[src/rtl/branch_outcome_tracker.sv]
// branch_outcome_tracker
//   Keeps an in-order record of branch predictions between fetch and execute.
//   Fetch pushes {pc low bits, prediction}. Execute pops the oldest entry,
//   compares it with the real outcome and emits the history-table update.
//   On a mispredict it emits a one-cycle flush, clears the queue and spends
//   one enabled cycle in RECOVER, where all inputs are ignored.
//
//   Optional feature macro: BRANCH_TRACKER_STATS_EN adds saturating
//   resolved_count / mispredict_count outputs.
//
// Ports:
//   clk, rst            clock, synchronous active-high reset
//   en                  pipeline advance (0 = hold state, pulses register 0)
//   push_valid/pc/pred  fetch-side record of a predicted branch
//   resolve_valid       execute resolved the oldest branch
//   resolve_taken       conditional branch taken
//   resolve_jumped      unconditional jump
//   full, empty         occupancy status (combinational from count)
//   flush               registered mispredict pulse
//   bht_en              registered history-table write enable
//   bht_write_addr      registered pc of the resolved entry
//   bht_was_taken       registered copy of resolve_taken
//   bht_jumped          registered copy of resolve_jumped
//   resolved_count      (stats only) number of pops, saturating
//   mispredict_count    (stats only) number of mispredicts, saturating
module branch_outcome_tracker #(
  parameter int LOWER = 5,
  parameter int DEPTH = 4
) (
  input  logic             clk,
  input  logic             rst,
  input  logic             en,
  input  logic             push_valid,
  input  logic [LOWER-1:0] push_pc,
  input  logic             push_pred,
  input  logic             resolve_valid,
  input  logic             resolve_taken,
  input  logic             resolve_jumped,
  output logic             full,
  output logic             empty,
  output logic             flush,
  output logic             bht_en,
  output logic [LOWER-1:0] bht_write_addr,
  output logic             bht_was_taken,
  output logic             bht_jumped
`ifdef BRANCH_TRACKER_STATS_EN
  ,
  output logic [15:0]      resolved_count,
  output logic [15:0]      mispredict_count
`endif
);

  localparam int PTR_W = $clog2(DEPTH);
  localparam logic [PTR_W:0] DEPTH_CNT = (PTR_W+1)'(DEPTH);

  typedef enum logic {
    NORMAL  = 1'b0,
    RECOVER = 1'b1
  } state_t;

  state_t           state_reg;
  logic [PTR_W-1:0] head_reg;
  logic [PTR_W-1:0] tail_reg;
  logic [PTR_W:0]   count_reg;

  logic [LOWER-1:0] pc_mem   [DEPTH];
  logic             pred_mem [DEPTH];

  logic pop;
  logic push_ok;
  logic actual_taken;
  logic mispredict;

  assign full  = (count_reg == DEPTH_CNT);
  assign empty = (count_reg == '0);

  // Pop and push are only meaningful while advancing in NORMAL. A push into
  // a full queue is allowed when the oldest entry leaves in the same cycle.
  // A mispredict discards any same-cycle push along with the rest of the queue.
  always_comb begin
    actual_taken = resolve_taken | resolve_jumped;
    pop          = en && (state_reg == NORMAL) && resolve_valid && !empty;
    mispredict   = pop && (actual_taken != pred_mem[head_reg]);
    push_ok      = en && (state_reg == NORMAL) && push_valid
                   && (!full || pop) && !mispredict;
  end

  // Storage has no reset so it can map onto distributed/block memory.
  always_ff @(posedge clk) begin
    if (push_ok) begin
      pc_mem[tail_reg]   <= push_pc;
      pred_mem[tail_reg] <= push_pred;
    end
  end

  always_ff @(posedge clk) begin
    if (rst) begin
      state_reg      <= NORMAL;
      head_reg       <= '0;
      tail_reg       <= '0;
      count_reg      <= '0;
      flush          <= 1'b0;
      bht_en         <= 1'b0;
      bht_write_addr <= '0;
      bht_was_taken  <= 1'b0;
      bht_jumped     <= 1'b0;
    end else begin
      // Pulse outputs default low; they only rise for the cycle after a pop.
      flush  <= 1'b0;
      bht_en <= 1'b0;
      if (en) begin
        case (state_reg)
          NORMAL: begin
            if (pop) begin
              bht_en         <= 1'b1;
              bht_write_addr <= pc_mem[head_reg];
              bht_was_taken  <= resolve_taken;
              bht_jumped     <= resolve_jumped;
            end
            if (mispredict) begin
              flush     <= 1'b1;
              head_reg  <= '0;
              tail_reg  <= '0;
              count_reg <= '0;
              state_reg <= RECOVER;
            end else begin
              if (pop)
                head_reg <= head_reg + 1'b1;
              if (push_ok)
                tail_reg <= tail_reg + 1'b1;
              case ({push_ok, pop})
                2'b10:   count_reg <= count_reg + 1'b1;
                2'b01:   count_reg <= count_reg - 1'b1;
                default: count_reg <= count_reg;
              endcase
            end
          end
          RECOVER: state_reg <= NORMAL;
          default: state_reg <= NORMAL;
        endcase
      end
    end
  end

`ifdef BRANCH_TRACKER_STATS_EN
  always_ff @(posedge clk) begin
    if (rst) begin
      resolved_count   <= '0;
      mispredict_count <= '0;
    end else begin
      if (pop && resolved_count != 16'hFFFF)
        resolved_count <= resolved_count + 16'd1;
      if (mispredict && mispredict_count != 16'hFFFF)
        mispredict_count <= mispredict_count + 16'd1;
    end
  end
`endif

endmodule

[config.mk]
export PLATFORM = sky130hd
export DESIGN_NAME = branch_outcome_tracker
export DESIGN_NICKNAME = d
export VERILOG_FILES = /design/src/rtl/branch_outcome_tracker.sv
export SDC_FILE = /design/constraint.sdc
export NUM_CORES = 1
export LEC_CHECK = 0
export BUFFER_PORTS_ARGS = -buffer_cell sky130_fd_sc_hd__buf_4
export CORE_ASPECT_RATIO = 0.9
export CORE_MARGIN = 2
export CORE_UTILIZATION = 50
export CTS_CLUSTER_SIZE = 8
export DETAILED_ROUTE_END_ITERATION = 16
export GPL_ROUTABILITY_DRIVEN = 1
export HOLD_SLACK_MARGIN = 0.06
export PLACE_DENSITY = 0.68
export SYNTH_ARGS = -nofsm -noshare
export SYNTH_HDL_FRONTEND = slang
export SYNTH_SLANG_ARGS = --single-unit
[constraint.sdc]
create_clock -name clk -period 3.29 [get_ports clk]
set_input_delay 0.329 -clock clk [delete_from_list [all_inputs] [get_ports clk]]
set_output_delay 0.329 -clock clk [all_outputs]
set_load 0.01 [all_outputs]
==> results of run 1 <==
[cell type report]
cell class	count	area (µm²)	area share
Inverter	5	18.8	0.00890
Multi-Input combinational cell	83	629	0.299
Tap cell	44	55.1	0.0261
Clock buffer	6	93.8	0.0445
Sequential cell	43	1100	0.522
Clock inverter	2	37.5	0.0178
Timing Repair Buffer	23	173	0.0819
[kinds of logic after synthesis]
kind of cell               share of synthesized area
muxes                                         0.0816
and+or+nand+nor                                0.136
buffers and inverters                         0.0274
AOI/OAI and AO/OA                             0.0767
DFF                                            0.619
xor gates and xnor gates                      0.0197
adders and majority gates                     0.0394
[metrics by stage]
step | worst slack, ns | cells
final | 1.00 | 206
after global routing | 0.836 | 206
after CTS | 0.995 | 206
after detailed placement | 0.997 | 198
after global placement | 1.03 | 198
after floorplan | 1.03 | 137
[placed cells by master (no fill, tap or decap), drive strengths merged, types with 4 or more instances in the layout]
master | synthesis | routed
edfxtp | 24 | 24
buf | 2 | 23
nand2 | 19 | 19
dfxtp | 19 | 19
a21oi | 12 | 12
mux4 | 6 | 6
clkbuf | 4 | 6
inv | 5 | 5
nor2 | 5 | 5
and3 | 5 | 5
ha | 4 | 4
[worst paths after layout]
check                      end         startpoint  cells past startpoint
max reg2reg       count_reg[1]       count_reg[1]                      7
min               pc_mem[1][1]         push_pc[1]                      1
max               count_reg[1]       count_reg[1]                      7
min reg2reg  bht_write_addr[3]  bht_write_addr[3]                      2
[power groups by stage]
stage          clock network, W  registers (W)  logic (W)
3_5_place_dp                  0       0.000605  0.0000878
4_1_cts                0.000458       0.000592  0.0000883
5_1_grt                0.000478       0.000595  0.0000972
2_1_floorplan                 0       0.000603  0.0000560
6_report               0.000449       0.000592  0.0000875
3_3_place_gp                  0       0.000604  0.0000852
[synth_stat cells]
library cell  number  area share
a211oi_1           2      0.0084
a21oi_1           11       0.031
a21oi_4            1      0.0091
a31oi_1            3       0.011
and2_1             1      0.0035
and3_1             4       0.014
and3_4             1      0.0063
and3b_1            1      0.0049
and4_1             1      0.0049
buf_1              1      0.0021
buf_6              1      0.0063
clkbuf_1           4      0.0084
dfxtp_1           19        0.21
edfxtp_1          24        0.41
fa_1               1       0.011
ha_1               4       0.028
inv_1              5       0.011
mux2i_1            1      0.0056
mux4_2             6       0.076
nand2_1           19       0.040
nand2b_1           1      0.0035
nand3_1            1      0.0028
nand3b_1           1      0.0042
nand4b_1           2      0.0098
nor2_1             5       0.011
nor2b_1            1      0.0035
nor3_1             3      0.0084
o21a_1             1      0.0042
o21ai_0            3      0.0084
o41ai_1            1      0.0049
or3_1              2      0.0070
or3b_1             1      0.0049
or4b_4             1      0.0077
xnor2_1            3       0.015
xor2_1             1      0.0049
[per-layer routing]
layer | up-vias | global-route usage
met1 | 518 | 0.208
met2 | 37 | 0.276
met4 | 0 | 0.0875
met3 | 2 | 0.0390
li1 | 546 | -
met5 | - | 0
[critical path, delay by kind of cell (launching register included)]
kind | cells | cell delay [ns]
compound gates | 3 | 0.41
flops | 1 | 0.37
simple gates | 3 | 0.96
fa+ha+maj | 1 | 0.45
==> qor.txt, run 1 <==
Status -> complete, no violations
Seq pwr share -> 0.525
Gate Count Post-Synth -> 137
Synthesis Warnings -> 0
Final setup viols -> 0
Fillers -> 271
Die ar. -> 4050 µm²
Worst slew margin -> 0.615
Core area -> 3400 µm²
Type of the worst setup path -> reg2reg
Metal2 WL -> 1.44 mm
Worst path arrival time -> 2.47 ns
Worst-path cell chain -> or4b_4 > and3_4 > a21oi_4 > fa_1 > and4_1 > a31oi_1 > a31oi_1
CTS tree -> done
Final Core Density -> 0.619
First-pass GRT wire length -> 4.75 mm
Switching Fraction -> 0.207
Pint -> 0.000895 W
Row Count -> 20
DR pass1 iterations -> 4
Clock buffer depth -> 2
Leakage -> 0.760 nW
Register area share after synthesis -> 0.619
Worst path slowest cell -> or4b_4
Setup TNS -> 0 ns
Initial Utilization -> 0.523
Largest net degree at the start of global routing -> 19
Initial antenna violation count -> 0
Tightest Hold Check Type -> in2reg
RSZ-0062 raised after global routing -> no
Yosys reg bits -> 43
Port bufs -> 23
Final instance area -> 2110 µm²
Hold-fix buffers, CTS -> 0
Startpoint Class -> flop
Share of cells above drive strength 1 -> 0.247
Highest routed layer -> met4
Highest clock rate -> 437 MHz
Cell Area, Placed -> 1980 µm²
Synth unique cells -> 35
Setup Buffers After CTS -> 0
Clock slew at reported path FFs -> 0.09 ns
Max reg flops -> 20
Clock sinks -> 43
TritonCTS Buffers -> 5
Worst setup EP type -> flop
Via count -> 1,103
Root Buffer -> clkbuf_8
Final Net Count -> 179
Layout Area Growth over Synthesis -> 18.5%
# DRC -> 0
Final Slew Violations -> 0
Combinational fraction of design power -> 0.078
Final wirelength -> 2.93 mm
Reg2Reg Setup Slack -> 1.00 ns
Largest regs -> pc_mem: 20 flops, bht_write_addr: 5 flops, pred_mem: 4 flops
Min cycle time layout -> 2.29 ns
DPL Wire Length -> 2.11 mm
Max-cap viol count -> 0
GRT overflow -> 0
Biggest register -> pc_mem
Syn avg cell area -> 13.0 µm²
GRT Total Usage -> 0.167
DRT met1 WL -> 1.30 mm
Most used cell, CP -> a31oi_1
I/O pin count -> 24
Chip Width -> 66.9 µm
Hold Vio Cnt, Final -> 0
Power density over cell area -> 535 nW/µm²
Htree depth -> 2
Routed wl met3 -> 180 µm
Vias in the first global route -> 1,074
Worst skew pair latency -> 0.29 ns
Max incr delay on CP -> 0.56 ns
Skew final -> 0.00982 ns
Worst-path maximum fanout -> 8
Worst slew pin tran -> 0.576 ns
Routability cong. -> 0.819
Worst Path Required -> 3.48 ns
Clk network pwr share -> 0.398
Post-DRT Antenna Nets -> 0
Worst vdd ir -> 0.389 mV
Mapped Area -> 1780 µm²
DR vias/cell -> 5.35
Initial DRC count -> 78
Antenna cells -> 0
Syn Nets -> 155
Worst hold margin -> 0.236 ns
Pwr Total -> 0.00113 W
Tcrit/Tclk final -> 0.695
Post-CTS sizing -> 0
WL per Instance -> 14.2 µm
Die H -> 60.6 µm
Switch Pwr -> 0.000234 W
No activity file was read; power rests on OpenSTA's default activity.
==> run 2: changes to the inputs <==
--- a/config.mk
+++ b/config.mk
@@ -13,7 +13,7 @@
 export DETAILED_ROUTE_END_ITERATION = 16
 export GPL_ROUTABILITY_DRIVEN = 1
 export HOLD_SLACK_MARGIN = 0.06
-export PLACE_DENSITY = 0.68
+export PLACE_DENSITY = 0.71
 export SYNTH_ARGS = -nofsm -noshare
 export SYNTH_HDL_FRONTEND = slang
 export SYNTH_SLANG_ARGS = --single-unit
==> constraint.sdc (replaced) <==
create_clock -name clk -period 1.8 [get_ports clk]
set_input_delay 0.18 -clock clk [delete_from_list [all_inputs] [get_ports clk]]
set_output_delay 0.18 -clock clk [all_outputs]
set_load 0.01 [all_outputs]
==> qor.txt, run 2 (same netlist as run 1, synthesis figures left out) <==
Max incr delay on CP -> 0.54 ns
Antenna cells -> 0
Final wirelength -> 3.66 mm
Max reg flops -> 20
Failing checks -> negative setup slack
Commonest non-fill, non-tap cells in the layout -> buf_4 (40), edfxtp_1 (24), nand2_1 (18), dfxtp_1 (17), a21oi_1 (9)
Commonest non-fill, non-tap cell in the layout -> buf_4
Worst-path cell chain -> or4b_4 > and3_4 > a21oi_4 > fa_2 > and4_1 > a31oi_1 > a31oi_1
DR pass1 iterations -> 4
Final Net Count -> 200
Vias in the first global route -> 1,236
GRT overflow -> 0
Final setup viols -> 31
Fin cells -> 227
RSZ-0062 raised after global routing -> yes
Port bufs -> 23
Die H -> 60.6 µm
I/O pin count -> 24
Hold Vio Cnt, Final -> 0
Type of the worst setup path -> reg2reg
Clock slew at reported path FFs -> 0.08 ns
Most used cell, CP -> a31oi_1
Tcrit/Tclk final -> 1.22
Initial DRC count -> 56
Leakage -> 0.856 nW
Core area -> 3400 µm²
WL per Instance -> 16.1 µm
Via count -> 1,236
Max-cap viol count -> 0
Worst slew margin -> 0.701
Clock buffer depth -> 2
Htree depth -> 2
TritonCTS Buffers -> 5
GRT Total Usage -> 0.207
Biggest register -> pc_mem
Tightest Hold Check Type -> in2reg
Status -> complete, but fails checks
First-pass GRT wire length -> 5.81 mm
Setup slack after layout -> -0.388 ns
Min cycle time layout -> 2.19 ns
Power density over cell area -> 807 nW/µm²
Final Slew Violations -> 0
Post-DRT Antenna Nets -> 0
Worst skew pair latency -> 0.29 ns
Skew final -> 0.00373 ns
Buf/Inv on CP -> 0
Share of cells above drive strength 1 -> 0.410
# DRC -> 0
Worst-path maximum fanout -> 2
Worst hold margin -> 0.0849 ns
DR vias/cell -> 5.44
Worst path arrival time -> 2.36 ns
Worst setup EP type -> flop
DPL Wire Length -> 2.55 mm
Row Count -> 20
Chip Width -> 66.9 µm
Die ar. -> 4050 µm²
CTS tree -> done
Placed cells -> 218
Largest net degree at the start of global routing -> 19
Startpoint Class -> flop
Routability cong. -> 0.845
Hold-fix buffers, CTS -> 0
Worst slew pin tran -> 0.449 ns
Clock sinks -> 43
Worst vdd ir -> 0.701 mV
Initial Utilization -> 0.523
Largest regs -> pc_mem: 20 flops, bht_write_addr: 5 flops, pred_mem: 4 flops
Initial antenna violation count -> 0
Worst path slowest cell -> or4b_4
Root Buffer -> clkbuf_8
Layout Area Growth over Synthesis -> 32.0%
Worst Path Required -> 1.98 ns
Highest clock rate -> 457 MHz
Top delay family on crit path -> simple AND/OR/NAND/NOR gates
[run 2: cell count changes in the layout (fill, tap and decap cells not counted), moves of 4 or more]
cell / previous run / this run
and3_1: 4 / 0
buf_12: 0 / 4
and3_4: 1 / 5
buf_4: 23 / 40
[run 2: per-stage QoR]
stage	util	setup WS, ns	cell area, µm²	total power (W)	TNS [ns]
2_1_floorplan	-	-0.346	1800	0.00121	-0.645
4_1_cts	0.688	-0.398	2340	0.00191	-3.85
5_1_grt	0.690	-0.459	2350	0.00197	-5.77
3_3_place_gp	0.645	-0.325	2190	0.00131	-5.24
3_5_place_dp	0.645	-0.374	2190	0.00133	-6.45
6_report	0.690	-0.388	2350	0.00190	-3.52
[run 2: per-layer routing]
metal  part of all wire  global-route usage  wire length, µm
met5                  0                   0                0
met4              0.019              0.0904               70
met3              0.073              0.0594              267
met2               0.53               0.387             1940
met1               0.38               0.219             1380
[run 2: final timing paths]
check                          from                 to  slack, ns  depth (start not counted)
setup / recovery       count_reg[0]       count_reg[1]      -0.39                          7
hold / removal           push_pc[4]       pc_mem[2][4]       0.08                          1
setup reg to reg       count_reg[0]       count_reg[1]      -0.39                          7
hold reg to reg   bht_write_addr[3]  bht_write_addr[3]       0.46                          2
[run 2: what timing repair did]
action,4_1_cts,5_1_grt
setup buffers,1,0
gates resized for setup,13,2
setup endpoints to repair,31,31
pin swaps,0,4
[run 2: layout make-up]
cell class,count,area [µm²]
sequential,43,1100
fill,258,1050
multi-input combinational,83,707
timing repair buffer,44,380
clock buffer,5,68.8
tap,44,55.1
inverter,5,18.8
clock inverter,3,15.0
[run 2: where the power goes]
group / switching (W) / internal (W)
clock network: 0.000308 / 0.000263
logic: 0.000116 / 0.000129
registers: 0.0000157 / 0.00106
total: 0.000439 / 0.00146
